**config.mk**
```make
export PLATFORM = sky130hd
export DESIGN_NAME = voter_session
export DESIGN_NICKNAME = d
export VERILOG_FILES = /design/src/rtl/voter_pkg.sv /design/src/rtl/voter_session_popcount.sv /design/src/rtl/voter_session.sv
export SDC_FILE = /design/constraint.sdc
export NUM_CORES = 1
export LEC_CHECK = 0
export BUFFER_PORTS_ARGS = -buffer_cell sky130_fd_sc_hd__clkbuf_2
export CAP_MARGIN = 20
export CORE_ASPECT_RATIO = 0.6
export CORE_MARGIN = 2
export CORE_UTILIZATION = 29
export DETAILED_ROUTE_END_ITERATION = 16
export SLEW_MARGIN = 30
export SYNTH_ARGS = -nofsm -noshare
export SYNTH_HDL_FRONTEND = slang
export SYNTH_SLANG_ARGS = --single-unit
```
**constraint.sdc**
```tcl
create_clock -name clk -period 2.5 [get_ports clk]
set_input_delay 0.5 -clock clk [delete_from_list [all_inputs] [get_ports clk]]
set_output_delay 0.5 -clock clk [all_outputs]
set_load 0.02 [all_outputs]
```
**src/rtl/voter_pkg.sv**
```systemverilog
// Shared types and helpers for the voting session block: FSM states, verdict
// encodings and the majority rule.
package voter_pkg;

    typedef enum logic [1:0] {
        IDLE    = 2'd0,
        COLLECT = 2'd1,
        TALLY   = 2'd2,
        DONE    = 2'd3
    } state_t;

    localparam logic [2:0] RES_REJECT  = 3'b100;
    localparam logic [2:0] RES_TIE     = 3'b010;
    localparam logic [2:0] RES_APPROVE = 3'b001;

    // Compares 2*y against n one bit wider than the operands so doubling never wraps.
    function automatic logic [2:0] verdict(input int unsigned y, input int unsigned n);
        logic [32:0] twice_y;
        logic [32:0] n_ext;
        twice_y = {y, 1'b0};
        n_ext   = {1'b0, n};
        if (twice_y > n_ext) begin
            return RES_APPROVE;
        end else if (twice_y == n_ext) begin
            return RES_TIE;
        end
        return RES_REJECT;
    endfunction

endpackage

```
**src/rtl/voter_session_popcount.sv**
```systemverilog
// Combinational population count of a W-bit vector into a CW-bit result.
module voter_popcount #(
    parameter int unsigned W  = 4,
    parameter int unsigned CW = $clog2(W + 1)
) (
    input  logic [W-1:0]  vec,
    output logic [CW-1:0] count
);

    always_comb begin
        count = '0;
        for (int i = 0; i < W; i++) begin
            count = count + CW'(vec[i]);
        end
    end

endmodule

```
**src/rtl/voter_session.sv**
```systemverilog
// Voting session controller: collects one ballot per voter until everyone has
// voted or the collection window expires, then tallies and holds the verdict.
module voter_session
    import voter_pkg::*;
#(
    parameter int unsigned N_VOTERS       = 4,
    parameter int unsigned TIMEOUT_CYCLES = 16,
    parameter int unsigned CNT_W          = $clog2(N_VOTERS + 1)
) (
    input  logic                clk,
    input  logic                rst,
    input  logic                start,
    input  logic [N_VOTERS-1:0] vote_valid,
    input  logic [N_VOTERS-1:0] vote_yes,
    output logic [N_VOTERS-1:0] vote_ack,
    output logic                busy,
    output logic                result_valid,
    output logic [2:0]          result,
    output logic [CNT_W-1:0]    yes_count,
    output logic [CNT_W-1:0]    voted_count,
    output logic                timed_out
);

    localparam int unsigned TIMER_W = (TIMEOUT_CYCLES > 1) ? $clog2(TIMEOUT_CYCLES) : 1;
    localparam logic [TIMER_W-1:0] TIMER_LAST = TIMER_W'(TIMEOUT_CYCLES - 1);

    state_t              state_q;
    logic [N_VOTERS-1:0] voted_q;
    logic [N_VOTERS-1:0] ballots_q;
    logic [TIMER_W-1:0]  timer_q;

    logic [N_VOTERS-1:0] accept;
    logic [N_VOTERS-1:0] voted_d;
    logic [N_VOTERS-1:0] ballots_d;
    logic                all_voted;
    logic                timer_expired;
    logic [CNT_W-1:0]    y_cnt;
    logic [CNT_W-1:0]    v_cnt;

    // Unvoted voters keep a 0 ballot, so a timeout close counts them as NO.
    always_comb begin
        accept        = (state_q == COLLECT) ? (vote_valid & ~voted_q) : '0;
        voted_d       = voted_q | accept;
        ballots_d     = ballots_q | (accept & vote_yes);
        all_voted     = &voted_d;
        timer_expired = (timer_q == TIMER_LAST);
    end

    assign vote_ack     = accept;
    assign busy         = (state_q == COLLECT) || (state_q == TALLY);
    assign result_valid = (state_q == DONE);

    voter_popcount #(
        .W  (N_VOTERS),
        .CW (CNT_W)
    ) u_yes_pop (
        .vec   (ballots_q),
        .count (y_cnt)
    );

    voter_popcount #(
        .W  (N_VOTERS),
        .CW (CNT_W)
    ) u_voted_pop (
        .vec   (voted_q),
        .count (v_cnt)
    );

    always_ff @(posedge clk) begin
        if (rst) begin
            state_q     <= IDLE;
            voted_q     <= '0;
            ballots_q   <= '0;
            timer_q     <= '0;
            result      <= 3'b000;
            yes_count   <= '0;
            voted_count <= '0;
            timed_out   <= 1'b0;
        end else begin
            case (state_q)
                IDLE, DONE: begin
                    if (start) begin
                        state_q     <= COLLECT;
                        voted_q     <= '0;
                        ballots_q   <= '0;
                        timer_q     <= '0;
                        result      <= 3'b000;
                        yes_count   <= '0;
                        voted_count <= '0;
                        timed_out   <= 1'b0;
                    end
                end
                COLLECT: begin
                    voted_q   <= voted_d;
                    ballots_q <= ballots_d;
                    timer_q   <= timer_q + TIMER_W'(1);
                    // A full mask on the expiry edge is a normal close, not a timeout.
                    if (all_voted) begin
                        state_q   <= TALLY;
                        timed_out <= 1'b0;
                    end else if (timer_expired) begin
                        state_q   <= TALLY;
                        timed_out <= 1'b1;
                    end
                end
                TALLY: begin
                    state_q     <= DONE;
                    yes_count   <= y_cnt;
                    voted_count <= v_cnt;
                    result      <= verdict(32'(y_cnt), N_VOTERS);
                end
                default: state_q <= IDLE;
            endcase
        end
    end

endmodule

```
[After elaboration in Yosys (flattened, before gate mapping)]
Index checks and enable logic that the tools add are counted.
Word-level totals
  latch bits: 0
  bits in read-only memories: 0
  memory bits (writable): 0
  bits in registers: 24
  output and inout port bits: 16
  memories kept: 0
Operators by class
  multipliers: 0
  order comparisons: 1
  mux-type cells: 24
  bitwise gates (word level): 5
  divide/modulo/power cells: 0
  eq/ne operators: 7
  reduce and logical (&&, ||, !) cells: 10
  shift operators: 0
  $add $sub $neg: 7
Operators with widths (count)
  4-bit one-hot mux with 2 select lines: 3
  3-bit one-hot mux with 2 select lines: 3
  3-bit by 1-bit adder with 3-bit output: 4
  3-bit two-way mux: 4
  4-bit AND: 2
  4-bit two-way mux: 2
  4-bit OR: 2
  1-bit two-way mux: 7
  2-bit two-way mux: 3
  2-bit one-hot mux with 3 select lines: 1
  2-bit AND reduction: 3
  1-bit by 1-bit adder with 2-bit output: 2
  4-bit by 1-bit adder with 4-bit output, second input constant: 1
  2-bit equality test, second input constant: 2
  4-bit equality test, second input constant: 1
  4-bit by 3-bit > comparator with 1-bit output, second input constant: 1
  4-bit inverter: 1
  4-bit AND reduction: 1
  2-bit nonzero test: 2
  3-bit by 2-bit equality test with 1-bit output, second input constant: 1
  3-bit inequality test, second input constant: 1
  3-bit AND reduction: 1
  2-bit by 1-bit equality test with 1-bit output, second input constant: 1
  2-bit zero test: 1
  4 further kinds: 4

[Logic depth before layout (Yosys ltp)]
  word-level depth: 10
  depth in mapped cells: 8

[Modules after synthesis]
A second synthesis with hierarchy kept.
Second synthesis, totals
  cells, all modules: 130
  area total of the unflattened synthesis: 1148.6 sq um
Modules (own cells, without submodules)
  voter_session: cells an instance 114, times used 1, area an instance 1021.0 sq um, sequential area each 480.5 sq um
  voter_popcount: cells an instance 8, times used 2, area an instance 63.8 sq um, sequential area each 0.0 sq um

[Worst setup path after synthesis]
Ideal clock, no wire load.
  path type: register to register
  start point: register ballots_q[0]
  end point: register result[0]
  required time: 2.372 ns
  buffers on the path: 0
  slack: 0.502 ns
  cell stages (with the launch flop): 8
  data arrival time: 1.871 ns
  path through: dfxtp_1 -> ha_1 -> fa_1 -> ha_1 -> inv_1 -> o311a_1 -> a22oi_1 -> nor2_1
On the way
  cells in the longest elaborated chain, start to end: 10
  elaborated cells on any way between the ends: 12
Ends and longest elaborated chain
  start: declaration: RTL line voter_session.sv:29  | logic [N_VOTERS-1:0] ballots_q;
  start signal: assignment: RTL line voter_session.sv:95  | ballots_q <= ballots_d;
  1-bit by 1-bit adder with 2-bit output *: RTL line voter_session_popcount.sv:13  | count = count + CW'(vec[i]);
  3-bit by 1-bit adder with 3-bit output * (2 in a row): RTL line voter_session_popcount.sv:13
  parallel branches: the longest is 5 deep, another holds 4-bit by 3-bit > comparator with 1-bit output
  3-bit two-way mux *: RTL line voter_pkg.sv:27  | return RES_REJECT;
  3-bit one-hot mux with 2 select lines *: RTL line voter_session.sv:80  | case (state_q)
  end signal: assignment: RTL line voter_session.sv:110  | result <= verdict(32'(y_cnt), N_VOTERS);
  end: declaration: RTL line voter_session.sv:18  | output logic [2:0] result,
Every way passes the cells marked *. The select of a mux whose other input is x is not followed.
A chain may end at the register's enable or synchronous reset.

[Worst setup path after layout]
Ends and elaborated chain as after synthesis.

==> metrics.md <==
| Metric | Value |
|---|---|
| Status | `finished, final reports clean` |
| Final worst slack | `between 0.3 and 0.4 ns` |
| Mapped cell area | `roughly 0.0012 mm^2` |
| Clock transition at path regs | `0.09 ns` |
| Hold EP | `timer_q[1]$_SDFFE_PP0P_` |
| Avg Cell Area, Syn | `between 9 and 10 um^2` |
| Setup TNS | `0 ns` |
| Yosys top cell area share | `roughly two fifths` |
| Iteration-0 DRC Markers | `50` |
| RD Place Congestion | `0.7982` |
| Period utilisation layout | `between 80% and 90%` |
| Max-cap violation count | `0` |
| Die Ht | `roughly 54 um` |
| Critical path peak fanout | `3` |
| Die Area | `0.004749 mm^2` |
| Clock sink count | `24` |
| Crit path time final | `between 2 and 2.5 ns` |
| CTS tree | `built` |
| CTS Root Cell | `clkbuf_8` |
| Ports | `27` |
| Area delta synth->final | `19.42%` |
| Setup crit end kind | `flip-flop` |
| Post_cts resized | `0` |
| Via Count | `between 1000 and 1500` |
| Htree depth | `1` |
| Worst R2R Path Depth | `7` |
| Yosys Warn Count | `0` |
| Worst slew pin tran | `~0.55 ns` |
| Port Buffers | `26` |
| WL per Instance | `11.15 um` |
| Top_reg_cell synth | `dfxtp_1` |
| Cell variety after synth | `32` |
| RSZ-0062 raised after global routing | `false` |
| Setup violations, final | `0` |
| Vias in the first global route | `a little under 900` |
| Maximum vdd drop | `around 0.27 mV` |
| PD cells | `997.8 mW/mm^2` |
| First-pass DRT Iterations | `4` |
| Antenna violations before repair | `0` |
| Most numerous cell in the Yosys netlist | `nor2_1` |
| Met2 Use GR | `15.91%` |
| Type of the worst setup path | `flip-flop to flip-flop` |
| Total GRT Usage | `11.09%` |
| Layer with the highest usage | `met1` |
| Worst min path class | `flip-flop to flip-flop` |
| Top cells by area, synth | `dfxtp_1, ha_1, nor2_1` |
| Critical path data arrival time | `about 2.3 ns` |
| Dominant cell type by area after synthesis | `dfxtp_1` |
| Inserted Clock Buffers | `3` |
| Nets | `roughly 180` |
| Hold Fails Final Rpt | `0` |
| Die W | `around 88 um` |
| Via density | `between 4 and 5` |
| Post-cts hold buffer count | `0` |
| Number of antenna diodes | `0` |
| Post-Route WL | `2.442 mm` |
| Setup Skew | `0.001846 ns` |
| Post-Synthesis Cells | `133` |
| Hold slack | `between 0.4 and 0.5 ns` |
| WHS Path Cells | `2` |
| Hpwl dp | `1.934 mm` |
| Final total power | `around 0.0015 W` |
| Final core occ | `between 30% and 40%` |
| Largest net degree at the start of global routing | `17` |
| Reg2Reg Setup Slack | `0.38 ns` |
| Relative slew slack | `a little over three fifths` |
| Final ANT Viol Nets | `0` |
| CP startpoint | `ballots_q[0]$_SDFFE_PP0P_` |
| Core area | `roughly 0.0041 mm^2` |
| Clock Tree Buf Depth | `2` |
| Commonest cells in the netlist | `nor2_1, dfxtp_1, inv_1` |
| Postcts setup bufs | `0` |
| Post-synth EDFFs | `0` |
| Fmax | `roughly 470 MHz` |
| #FFs+latches synth | `24` |
| Post-synth ARST share | `0%` |
| Worst path required time | `approximately 2.7 ns` |
| Reg2Reg Launch Point | `ballots_q[0]$_SDFFE_PP0P_` |
| Drt drc | `0` |
| Setup WS pre-CTS | `around 0.41 ns` |
| Syn Nets | `156` |
| Worst-Skew Late Latency | `roughly 0.26 ns` |
| Slew Limit Fails | `0` |
| Terminus of the critical flop-to-flop path | `result[0]$_SDFFE_PP0P_` |
| Leakage | `roughly 0.66 nW` |
| Hold path start | `timer_q[1]$_SDFFE_PP0P_` |
| Crit path launch type | `flip-flop` |
| Global Route met3 Usage | `approximately 4.8%` |
| Register area share after synthesis | `39.47%` |
| Starting Density | `29.86%` |
| Grt ovf | `0` |
| GR met1 Demand/Resource | `between 10% and 20%` |
| Global-route wire length before repair | `roughly 4.0 mm` |
| Rows | `18` |
| Layout cells sized above 1 | `23.27%` |
[layout by cell type (no fill, tap or decap), types with 4 or more instances in the layout]
cell type,count
a21oi_1,8
a22oi_1,8
a41oi_1,4
and3_1,4
clkbuf_2,26
clkbuf_8,4
dfxtp_1,24
ha_1,10
inv_1,15
nand2_1,4
nor2_1,26
[registers in the layout, summed over array words and instances, names as in the netlist]
| name | flops |
|---|---|
| ballots_q | 4 |
| result | 3 |
| state_q | 2 |
| timed_out | 1 |
| timer_q | 4 |
| voted_count | 3 |
| voted_q | 4 |
| yes_count | 3 |
[layout make-up]
type | count | area, um^2
tap | 60 | 75.07
clock buffer | 4 | 55.05
timing repair buffer | 26 | 130.1
inverter | 15 | 56.30
sequential | 24 | 480.5
fill | 432 | 2623
multi-input combinational | 90 | 656.9
[worst max-delay path by stage]
stage,end,slack [ns]
6_report,result[0]$_SDFFE_PP0P_,0.38
4_1_cts,result[2]$_SDFFE_PP0P_,0.38
3_3_place_gp,result[0]$_SDFFE_PP0P_,0.44
3_5_place_dp,result[2]$_SDFFE_PP0P_,0.41
5_1_grt,result[2]$_SDFFE_PP0P_,0.27
2_1_floorplan,result[0]$_SDFFE_PP0P_,0.50
[worst max-delay path, stage by stage (launching register included)]
cell,delay (ns)
dfxtp_1,0.32
ha_1,0.30
fa_1,0.41
ha_1,0.32
inv_1,0.04
o311a_1,0.38
a22oi_1,0.19
nor2_1,0.05
[metrics by stage]
step                      cell area (um^2)  std cells
after floorplan                       1217        133
after global placement                1399        215
after detailed placement              1399        215
after CTS                             1454        219
after global routing                  1454        219
final                                 1454        219
[cell families (layout without fill, tap and decap cells)]
family | after synthesis | in the layout | synth area share, %
xor gates and xnor gates | 2 | 2 | 1.439
adders and majority gates | 12 | 12 | 13.57
buffers and inverters | 19 | 45 | 6.576
and+or+nand+nor | 43 | 43 | 17.37
DFF | 24 | 24 | 39.47
muxes | 2 | 2 | 3.083
AOI/OAI and AO/OA | 31 | 31 | 18.50
[layer usage]
metal / vias to the layer above / wire [um]
li1: 513 / -
met1: 462 / 1361
met2: 26 / 932
met3: 2 / 142
met4: 0 / 6
met5: - / 0
[power by group]
part	internal, W	switching (W)	total [W]	leakage (nW)
registers	0.000437	0.0000480	0.000485	0.195
clock network	0.000141	0.000126	0.000267	0.0288
logic	0.000255	0.000443	0.000699	0.437
total	0.000833	0.000617	0.00145	0.661
No activity file was read; power rests on OpenSTA's default activity.
